==> config.mk <==
export PLATFORM = sky130hd
export DESIGN_NAME = ram_bist_ctrl
export DESIGN_NICKNAME = d
export VERILOG_FILES = /design/src/rtl/ram_bist_pkg.sv /design/src/rtl/ram_bist_rd_pipe.sv /design/src/rtl/ram_bist_ctrl.sv
export SDC_FILE = /design/constraint.sdc
export NUM_CORES = 1
export LEC_CHECK = 0
export CORE_MARGIN = 2
export CORE_UTILIZATION = 56
export CTS_BUF_LIST = sky130_fd_sc_hd__clkbuf_4 sky130_fd_sc_hd__clkbuf_8
export DETAILED_ROUTE_END_ITERATION = 8
export MAX_ROUTING_LAYER = met4
export PLACE_DENSITY_LB_ADDON = 0.2
export SYNTH_ARGS = -nofsm -noshare
export SYNTH_HDL_FRONTEND = slang
export SYNTH_SLANG_ARGS = --single-unit
==> constraint.sdc <==
create_clock -name sys_clk -period 4.7 [get_ports sys_clk]
set_input_delay 1.41 -clock sys_clk [delete_from_list [all_inputs] [get_ports sys_clk]]
set_output_delay 1.41 -clock sys_clk [all_outputs]
set_load 0.005 [all_outputs]
==> src/rtl/ram_bist_pkg.sv <==
// Shared types and helpers for the RAM self-test sequencer (ram_bist_ctrl).
package ram_bist_pkg;

  // err_cnt is ERR_W = ADDR_W + ERR_EXTRA_W bits wide
  localparam int ERR_EXTRA_W = 2;
  localparam int PAT_W       = 32;

  typedef enum logic [2:0] {
    ST_IDLE = 3'd0,
    ST_W0   = 3'd1,
    ST_R0   = 3'd2,
    ST_D0   = 3'd3,
    ST_W1   = 3'd4,
    ST_R1   = 3'd5,
    ST_D1   = 3'd6,
    ST_FIN  = 3'd7
  } state_e;

  // Test pattern at full width; callers truncate to DATA_W, which keeps the sum modulo 2**DATA_W.
  function automatic logic [PAT_W-1:0] pat(input logic [PAT_W-1:0] a,
                                           input logic [PAT_W-1:0] seed,
                                           input logic             inv);
    logic [PAT_W-1:0] p0;
    p0 = a + seed;
    return inv ? ~p0 : p0;
  endfunction

endpackage

==> src/rtl/ram_bist_rd_pipe.sv <==
// RD_LAT-stage delay line of {valid, addr, expected} that lines each read up with its returning data.
module ram_bist_rd_pipe
  import ram_bist_pkg::*;
#(
  parameter int ADDR_W = 6,
  parameter int DATA_W = 8,
  parameter int RD_LAT = 1
) (
  input  logic              sys_clk,
  input  logic              rst_n,
  input  logic              flush,
  input  logic              in_vld,
  input  logic [ADDR_W-1:0] in_addr,
  input  logic [DATA_W-1:0] in_exp,
  output logic              out_vld,
  output logic [ADDR_W-1:0] out_addr,
  output logic [DATA_W-1:0] out_exp
);

  logic [RD_LAT-1:0] vld_q;
  logic [ADDR_W-1:0] addr_q [RD_LAT];
  logic [DATA_W-1:0] exp_q  [RD_LAT];

  // NOTE: registers are written with <= so every stage samples its neighbour's pre-edge value.
  always_ff @(posedge sys_clk or negedge rst_n) begin
    if (!rst_n) begin
      vld_q <= '0;
    end else if (flush) begin
      vld_q <= '0;
    end else begin
      vld_q[0] <= in_vld;
      for (int i = 1; i < RD_LAT; i++) vld_q[i] <= vld_q[i-1];
    end
  end

  // NOTE: the payload stages have no reset; the valid bits alone decide whether they are used.
  always_ff @(posedge sys_clk) begin
    addr_q[0] <= in_addr;
    exp_q[0]  <= in_exp;
    for (int i = 1; i < RD_LAT; i++) begin
      addr_q[i] <= addr_q[i-1];
      exp_q[i]  <= exp_q[i-1];
    end
  end

  assign out_vld  = vld_q[RD_LAT-1];
  assign out_addr = addr_q[RD_LAT-1];
  assign out_exp  = exp_q[RD_LAT-1];

endmodule

==> src/rtl/ram_bist_ctrl.sv <==
// RAM self-test sequencer: write/read/compare with pattern P0, then with ~P0.
// Optional first-mismatch capture is enabled by defining RAM_BIST_ERR_LOG_EN.
module ram_bist_ctrl
  import ram_bist_pkg::*;
#(
  parameter int              ADDR_W = 6,
  parameter int              DATA_W = 8,
  parameter int              DEPTH  = 32,
  parameter int              RD_LAT = 1,
  parameter logic [DATA_W-1:0] SEED = 8'h00
) (
  input  logic                          sys_clk,
  input  logic                          rst_n,
  input  logic                          start,
  input  logic                          abort,
  output logic                          ram_rw_en,
  output logic [ADDR_W-1:0]             ram_wr_addr,
  output logic [DATA_W-1:0]             ram_wr_data,
  output logic [ADDR_W-1:0]             ram_rd_addr,
  input  logic [DATA_W-1:0]             ram_rd_data,
  output logic                          busy,
  output logic                          done,
  output logic                          pass,
  output logic [ADDR_W+ERR_EXTRA_W-1:0] err_cnt,
  output logic [ADDR_W-1:0]             first_err_addr,
  output logic [DATA_W-1:0]             first_err_data
);

  localparam int                ERR_W     = ADDR_W + ERR_EXTRA_W;
  localparam logic [ADDR_W-1:0] LAST_ADDR = ADDR_W'(DEPTH - 1);

  state_e            state_q, state_d;
  logic [ADDR_W-1:0] wr_addr_q, rd_addr_q, wr_addr_d, rd_addr_d;
  logic [DATA_W-1:0] wr_data_q;
  logic [1:0]        drn_q;
  logic              in_wr, in_rd, in_drain, wr_last, rd_last, drn_last, start_acc;
  logic              pipe_vld, mismatch;
  logic [ADDR_W-1:0] pipe_addr;
  logic [DATA_W-1:0] pipe_exp, rd_exp;

  assign in_wr     = (state_q == ST_W0) || (state_q == ST_W1);
  assign in_rd     = (state_q == ST_R0) || (state_q == ST_R1);
  assign in_drain  = (state_q == ST_D0) || (state_q == ST_D1);
  assign wr_last   = (wr_addr_q == LAST_ADDR);
  assign rd_last   = (rd_addr_q == LAST_ADDR);
  assign drn_last  = (drn_q == 2'(RD_LAT - 1));
  assign start_acc = (state_q == ST_IDLE) && start && !abort;
  assign wr_addr_d = in_wr ? wr_addr_q + ADDR_W'(1) : '0;
  assign rd_addr_d = in_rd ? rd_addr_q + ADDR_W'(1) : '0;
  assign rd_exp    = DATA_W'(pat(PAT_W'(rd_addr_q), PAT_W'(SEED), state_q == ST_R1));
  assign mismatch  = pipe_vld && (ram_rd_data != pipe_exp);

  // NOTE: state_d gets its default before the case, so no path leaves it unassigned (no latch).
  always_comb begin
    state_d = state_q;
    case (state_q)
      ST_IDLE: if (start)    state_d = ST_W0;
      ST_W0:   if (wr_last)  state_d = ST_R0;
      ST_R0:   if (rd_last)  state_d = ST_D0;
      ST_D0:   if (drn_last) state_d = ST_W1;
      ST_W1:   if (wr_last)  state_d = ST_R1;
      ST_R1:   if (rd_last)  state_d = ST_D1;
      ST_D1:   if (drn_last) state_d = ST_FIN;
      default:               state_d = ST_IDLE;
    endcase
    if (abort) state_d = ST_IDLE;
  end

  // RAM address/data registers load only when the next state uses them, otherwise they hold.
  always_ff @(posedge sys_clk or negedge rst_n) begin
    if (!rst_n) begin
      state_q   <= ST_IDLE;
      wr_addr_q <= '0;
      wr_data_q <= '0;
      rd_addr_q <= '0;
      drn_q     <= '0;
    end else begin
      state_q <= state_d;
      if ((state_d == ST_W0) || (state_d == ST_W1)) begin
        wr_addr_q <= wr_addr_d;
        wr_data_q <= DATA_W'(pat(PAT_W'(wr_addr_d), PAT_W'(SEED), state_d == ST_W1));
      end
      if ((state_d == ST_R0) || (state_d == ST_R1)) rd_addr_q <= rd_addr_d;
      drn_q <= (in_drain && !drn_last) ? drn_q + 2'd1 : 2'd0;
    end
  end

  always_ff @(posedge sys_clk or negedge rst_n) begin
    if (!rst_n) begin
      done    <= 1'b0;
      pass    <= 1'b0;
      err_cnt <= '0;
    end else if (start_acc) begin
      done    <= 1'b0;
      pass    <= 1'b0;
      err_cnt <= '0;
    end else if (abort && (state_q != ST_IDLE)) begin
      done <= 1'b0;
      pass <= 1'b0;
    end else begin
      if (state_q == ST_FIN) begin
        done <= 1'b1;
        pass <= (err_cnt == '0);
      end
      if (mismatch && (err_cnt != '1)) err_cnt <= err_cnt + ERR_W'(1);
    end
  end

  ram_bist_rd_pipe #(
    .ADDR_W(ADDR_W),
    .DATA_W(DATA_W),
    .RD_LAT(RD_LAT)
  ) u_rd_pipe (
    .sys_clk (sys_clk),
    .rst_n   (rst_n),
    .flush   (abort),
    .in_vld  (in_rd),
    .in_addr (rd_addr_q),
    .in_exp  (rd_exp),
    .out_vld (pipe_vld),
    .out_addr(pipe_addr),
    .out_exp (pipe_exp)
  );

  assign ram_rw_en   = in_wr;
  assign ram_wr_addr = wr_addr_q;
  assign ram_wr_data = wr_data_q;
  assign ram_rd_addr = rd_addr_q;
  assign busy        = (state_q != ST_IDLE);

`ifdef RAM_BIST_ERR_LOG_EN
  logic [ADDR_W-1:0] fe_addr_q;
  logic [DATA_W-1:0] fe_data_q;

  // err_cnt still zero means this mismatch is the first one since start.
  always_ff @(posedge sys_clk or negedge rst_n) begin
    if (!rst_n) begin
      fe_addr_q <= '0;
      fe_data_q <= '0;
    end else if (start_acc) begin
      fe_addr_q <= '0;
      fe_data_q <= '0;
    end else if (mismatch && !abort && (err_cnt == '0)) begin
      fe_addr_q <= pipe_addr;
      fe_data_q <= ram_rd_data;
    end
  end

  assign first_err_addr = fe_addr_q;
  assign first_err_data = fe_data_q;
`else
  assign first_err_addr = '0;
  assign first_err_data = '0;
`endif

  // Every compare in flight must carry the pattern of the address it names.
  a_tag_consistent: assert property (@(posedge sys_clk) disable iff (!rst_n)
    pipe_vld |-> (pipe_exp == DATA_W'(pat(PAT_W'(pipe_addr), PAT_W'(SEED),
                                          (state_q == ST_R1) || (state_q == ST_D1)))));

endmodule
==> metrics.log <==
INFO  metric synth_top_area_share = 35.11%
INFO  metric ys_seq_elements = 42
INFO  metric fin_crit = 3506 ps
INFO  metric num_io_pins = 58
INFO  metric clock_latency = 290 ps
INFO  metric vias_per_cell = 5.460
INFO  metric synth-edff-count = 0
INFO  metric gp_congestion = 0.8978
INFO  metric route.final.wire_length = 4927 um
INFO  metric routed_wire_length_per_instance = 14.16 um
INFO  metric achievable-frequency = 285.3 MHz
INFO  metric post_synth_most_frequent_cells = sky130_fd_sc_hd__dfrtp_1, sky130_fd_sc_hd__nor2_1, sky130_fd_sc_hd__nand2_1
INFO  metric setup_violations = 0
INFO  metric layout_area_overhead = 18.30%
INFO  metric grtUsageTotal = 21.75%
INFO  metric syn-mean-instance-area = 9.670 um2
INFO  metric setup.worst_path.start_class = flip-flop
INFO  metric cts.hold.buffers_added = 0
INFO  metric drt_first_iter_violations = 142
INFO  metric maximum_number_of_pins_on_one_net_before_global_route_repair = 36
INFO  metric fillerInstances = 360
INFO  metric cts_root_buf = sky130_fd_sc_hd__clkbuf_8
INFO  metric fin_nets = 312
INFO  metric report.power.total = 724.5 uW
INFO  metric yosys.cell_types.count = 59
INFO  metric leading_register_cell_type_out_of_synthesis = sky130_fd_sc_hd__dfrtp_1
INFO  metric worstPathMaxFanout = 17
INFO  metric cts_resized = 0
INFO  metric first_global_vias = 1839
INFO  metric global_route_wire_length_before_repair = 8521 um
INFO  metric post-route-util = 68.26%
INFO  metric number_of_buffers_inserted_by_port_buffering = 43
INFO  metric list_of_cells_traversed_by_the_critical_path = xor2_1, nand2b_1, inv_1, clkdlybuf4s50_1
INFO  metric tritoncts_buffer_count = 5
INFO  metric vias = 1900
INFO  metric finalCritPeriodShare = 74.59%
INFO  metric clkSlewWorstSetupHoldPaths = 80 ps
INFO  metric worstPathArrival = 2100 ps
INFO  metric synth.area.top_cells = sky130_fd_sc_hd__dfrtp_1, sky130_fd_sc_hd__dfxtp_1, sky130_fd_sc_hd__buf_4, sky130_fd_sc_hd__xor2_1, sky130_fd_sc_hd__nor2_1
INFO  metric timing_worst_setup_path_type = reg2out
INFO  metric core_area = 4324 um2
INFO  metric die_height = 70.75 um
INFO  metric synth_simple_gate_area_share = 20.26%
INFO  metric setup_total_negative_slack = 0 ps
INFO  metric status = completed
INFO  metric cts_tree = done
INFO  metric cellPowerDensity = 245.5 nW/um2
INFO  metric yosys.area_share.xor_xnor = 7.723%
INFO  metric final_hold_viol_count = 0
INFO  metric post-route-drc-count = 0
INFO  metric worst_setup_path_end_kind = primary output
INFO  metric floorplan.die_area = 5005 um2
INFO  metric max-vdd-ir-drop = 147.0 uV
INFO  metric cpMaxStageDelayCell = sky130_fd_sc_hd__dfrtp_1
INFO  metric insertedDiodeCount = 0
INFO  metric cts_sinks = 42
INFO  metric clock_path_buffers = 2
INFO  metric critical_path.n_buffers_inverters = 2
INFO  metric timing.max_cap.violations = 0
INFO  metric worst_hold_path_class = reg2reg
INFO  metric post_synth_inst_count = 258
INFO  metric number_of_antenna_violations_at_the_first_check_in_global_routing = 0
INFO  metric synth-adder-area-share = 2.508%
INFO  metric p_leak = 1.265 nW
INFO  metric synthMostInstantiatedCell = sky130_fd_sc_hd__dfrtp_1
INFO  metric row_count = 24
INFO  metric cp_top_family = buffers and inverters
INFO  metric ys_seq_area_share = 40.72%
INFO  metric main_combinational_cell_family_by_area_after_synthesis = simple AND/OR/NAND/NOR gates
INFO  metric netlist.top_cell.by_area = sky130_fd_sc_hd__dfrtp_1
INFO  metric drt-pass1-iter-count = 4
INFO  metric synth_async_sr_flop_share = 83.33%
INFO  metric htreeDepth = 2
INFO  metric detailedPlacementHpwl = 3485 um
INFO  metric worstMarginPinSlew = 883.1 ps
INFO  metric critical-path-max-stage-delay = 650 ps
INFO  metric synth_compound_gate_area_share = 15.80%
INFO  metric clock-skew-final = 4.359 ps
INFO  metric cts.repair_timing.setup_buffer_count = 0
INFO  metric required = 3290 ps
INFO  metric timing.max_slew.rel_slack = 41.13%
INFO  metric globalRouteOverflowTotal = 0
INFO  metric layout-drive-gt1-share = 8.108%
INFO  metric die_width = 70.75 um
INFO  metric proportion_of_synthesized_area_in_mux_cells = 3.862%
INFO  metric drt.antenna.violating_nets = 0
INFO  metric rsz0062_at_grt = no
INFO  metric post_synthesis_cell_area = 2495 um2
INFO  metric number_of_warnings_printed_during_yosys_synthesis = 0
INFO  metric initial_utilization = 57.70%
INFO  metric drv_slew = 0
==> worst reg2reg max path, delay by kind of cell (launching register included) <==
kind	cells	cell delay [ps]
and+or+nand+nor	3	720
DFF	1	660
buffers and inverters	1	70
AOI/OAI and AO/OA	3	980
==> cell families after synthesis <==
group	after synthesis
AND/OR/NAND/NOR	93
AO/OA/AOI/OAI	50
adder cells (fa/ha/maj)	5
other	1
XOR/XNOR	22
buffers and inverters	36
flip-flops	42
multiplexers	9
==> flip-flops by register name, summed over array words and instances, names as in the netlist <==
signal / cells
done: 1
drn_q: 2
err_cnt: 8
pass: 1
ram_rd_addr: 6
ram_wr_addr: 6
ram_wr_data: 7
state_q: 3
u_rd_pipe.exp_q: 7
u_rd_pipe.out_vld: 1
==> layout by cell type, fill, tap and decap left out, types with 5 or more instances in the layout <==
| cell type | instances |
|---|---|
| sky130_fd_sc_hd__dfrtp_1 | 35 |
| sky130_fd_sc_hd__a21oi_1 | 8 |
| sky130_fd_sc_hd__nand2b_1 | 6 |
| sky130_fd_sc_hd__nand2_1 | 20 |
| sky130_fd_sc_hd__mux2i_1 | 7 |
| sky130_fd_sc_hd__xnor2_1 | 8 |
| sky130_fd_sc_hd__conb_1 | 14 |
| sky130_fd_sc_hd__nand3_1 | 10 |
| sky130_fd_sc_hd__o21a_1 | 7 |
| sky130_fd_sc_hd__nor2_1 | 21 |
| sky130_fd_sc_hd__clkbuf_8 | 6 |
| sky130_fd_sc_hd__dfxtp_1 | 7 |
| sky130_fd_sc_hd__xor2_1 | 14 |
| sky130_fd_sc_hd__ha_1 | 5 |
| sky130_fd_sc_hd__inv_1 | 8 |
| sky130_fd_sc_hd__clkdlybuf4s50_1 | 43 |
| sky130_fd_sc_hd__o21ai_1 | 5 |
==> per-layer routing <==
metal,vias up,part of all wire [%],track usage [%],wire length [um]
met1,898,46,27.89,2269
li1,945,-,-,-
met3,9,4.4,4.274,219
met4,0,1.5,7.128,75
met2,48,48,34.79,2363
met5,-,0,-,0
==> cell type report <==
class / count / area, um2 / share of cell area [%]
multi-input cells: 193 / 1304 / 44.17
flip-flops and latches: 42 / 1016 / 34.42
repair buffers: 44 / 437.9 / 14.84
clock buffers: 7 / 90.09 / 3.052
well taps: 52 / 65.06 / 2.204
inverters: 9 / 33.78 / 1.145
clock inverters: 1 / 5.005 / 0.1696
==> worst paths after layout <==
kind	startpoint	end	slack, ps	cells after the start
worst max-delay path	state_q[2]	ram_rw_en	1190	4
worst min-delay path	drn_q[0]	drn_q[0]	450	1
worst max register to register	state_q[1]	ram_rd_addr[5]	2110	7
worst min register to register	drn_q[0]	drn_q[0]	450	1
max in group asynchronous	rst_n	ram_wr_data[3]	2840	2
min in group asynchronous	rst_n	err_cnt[2]	1540	2
==> per-stage QoR <==
| stage | std cells | cell area, um2 | setup slack (ps) | hold slack, ps |
|---|---|---|---|---|
| floorplan | 271 | 2544 | 1863 | 409.6 |
| global placement | 340 | 2856 | 1309 | 429.1 |
| detailed placement | 340 | 2856 | 1286 | 442.7 |
| CTS | 348 | 2952 | 1178 | 454.3 |
| global route | 348 | 2952 | 1025 | 475.0 |
| finish | 348 | 2952 | 1194 | 449.1 |
==> power breakdown <==
group          switching (mW)  internal [mW]  total (mW)
Sequential             0.0140          0.373       0.387
Clock                   0.118          0.124       0.242
Combinational          0.0418         0.0528      0.0946
Total                   0.174          0.551       0.724
No activity file was read; power rests on OpenSTA's default activity.
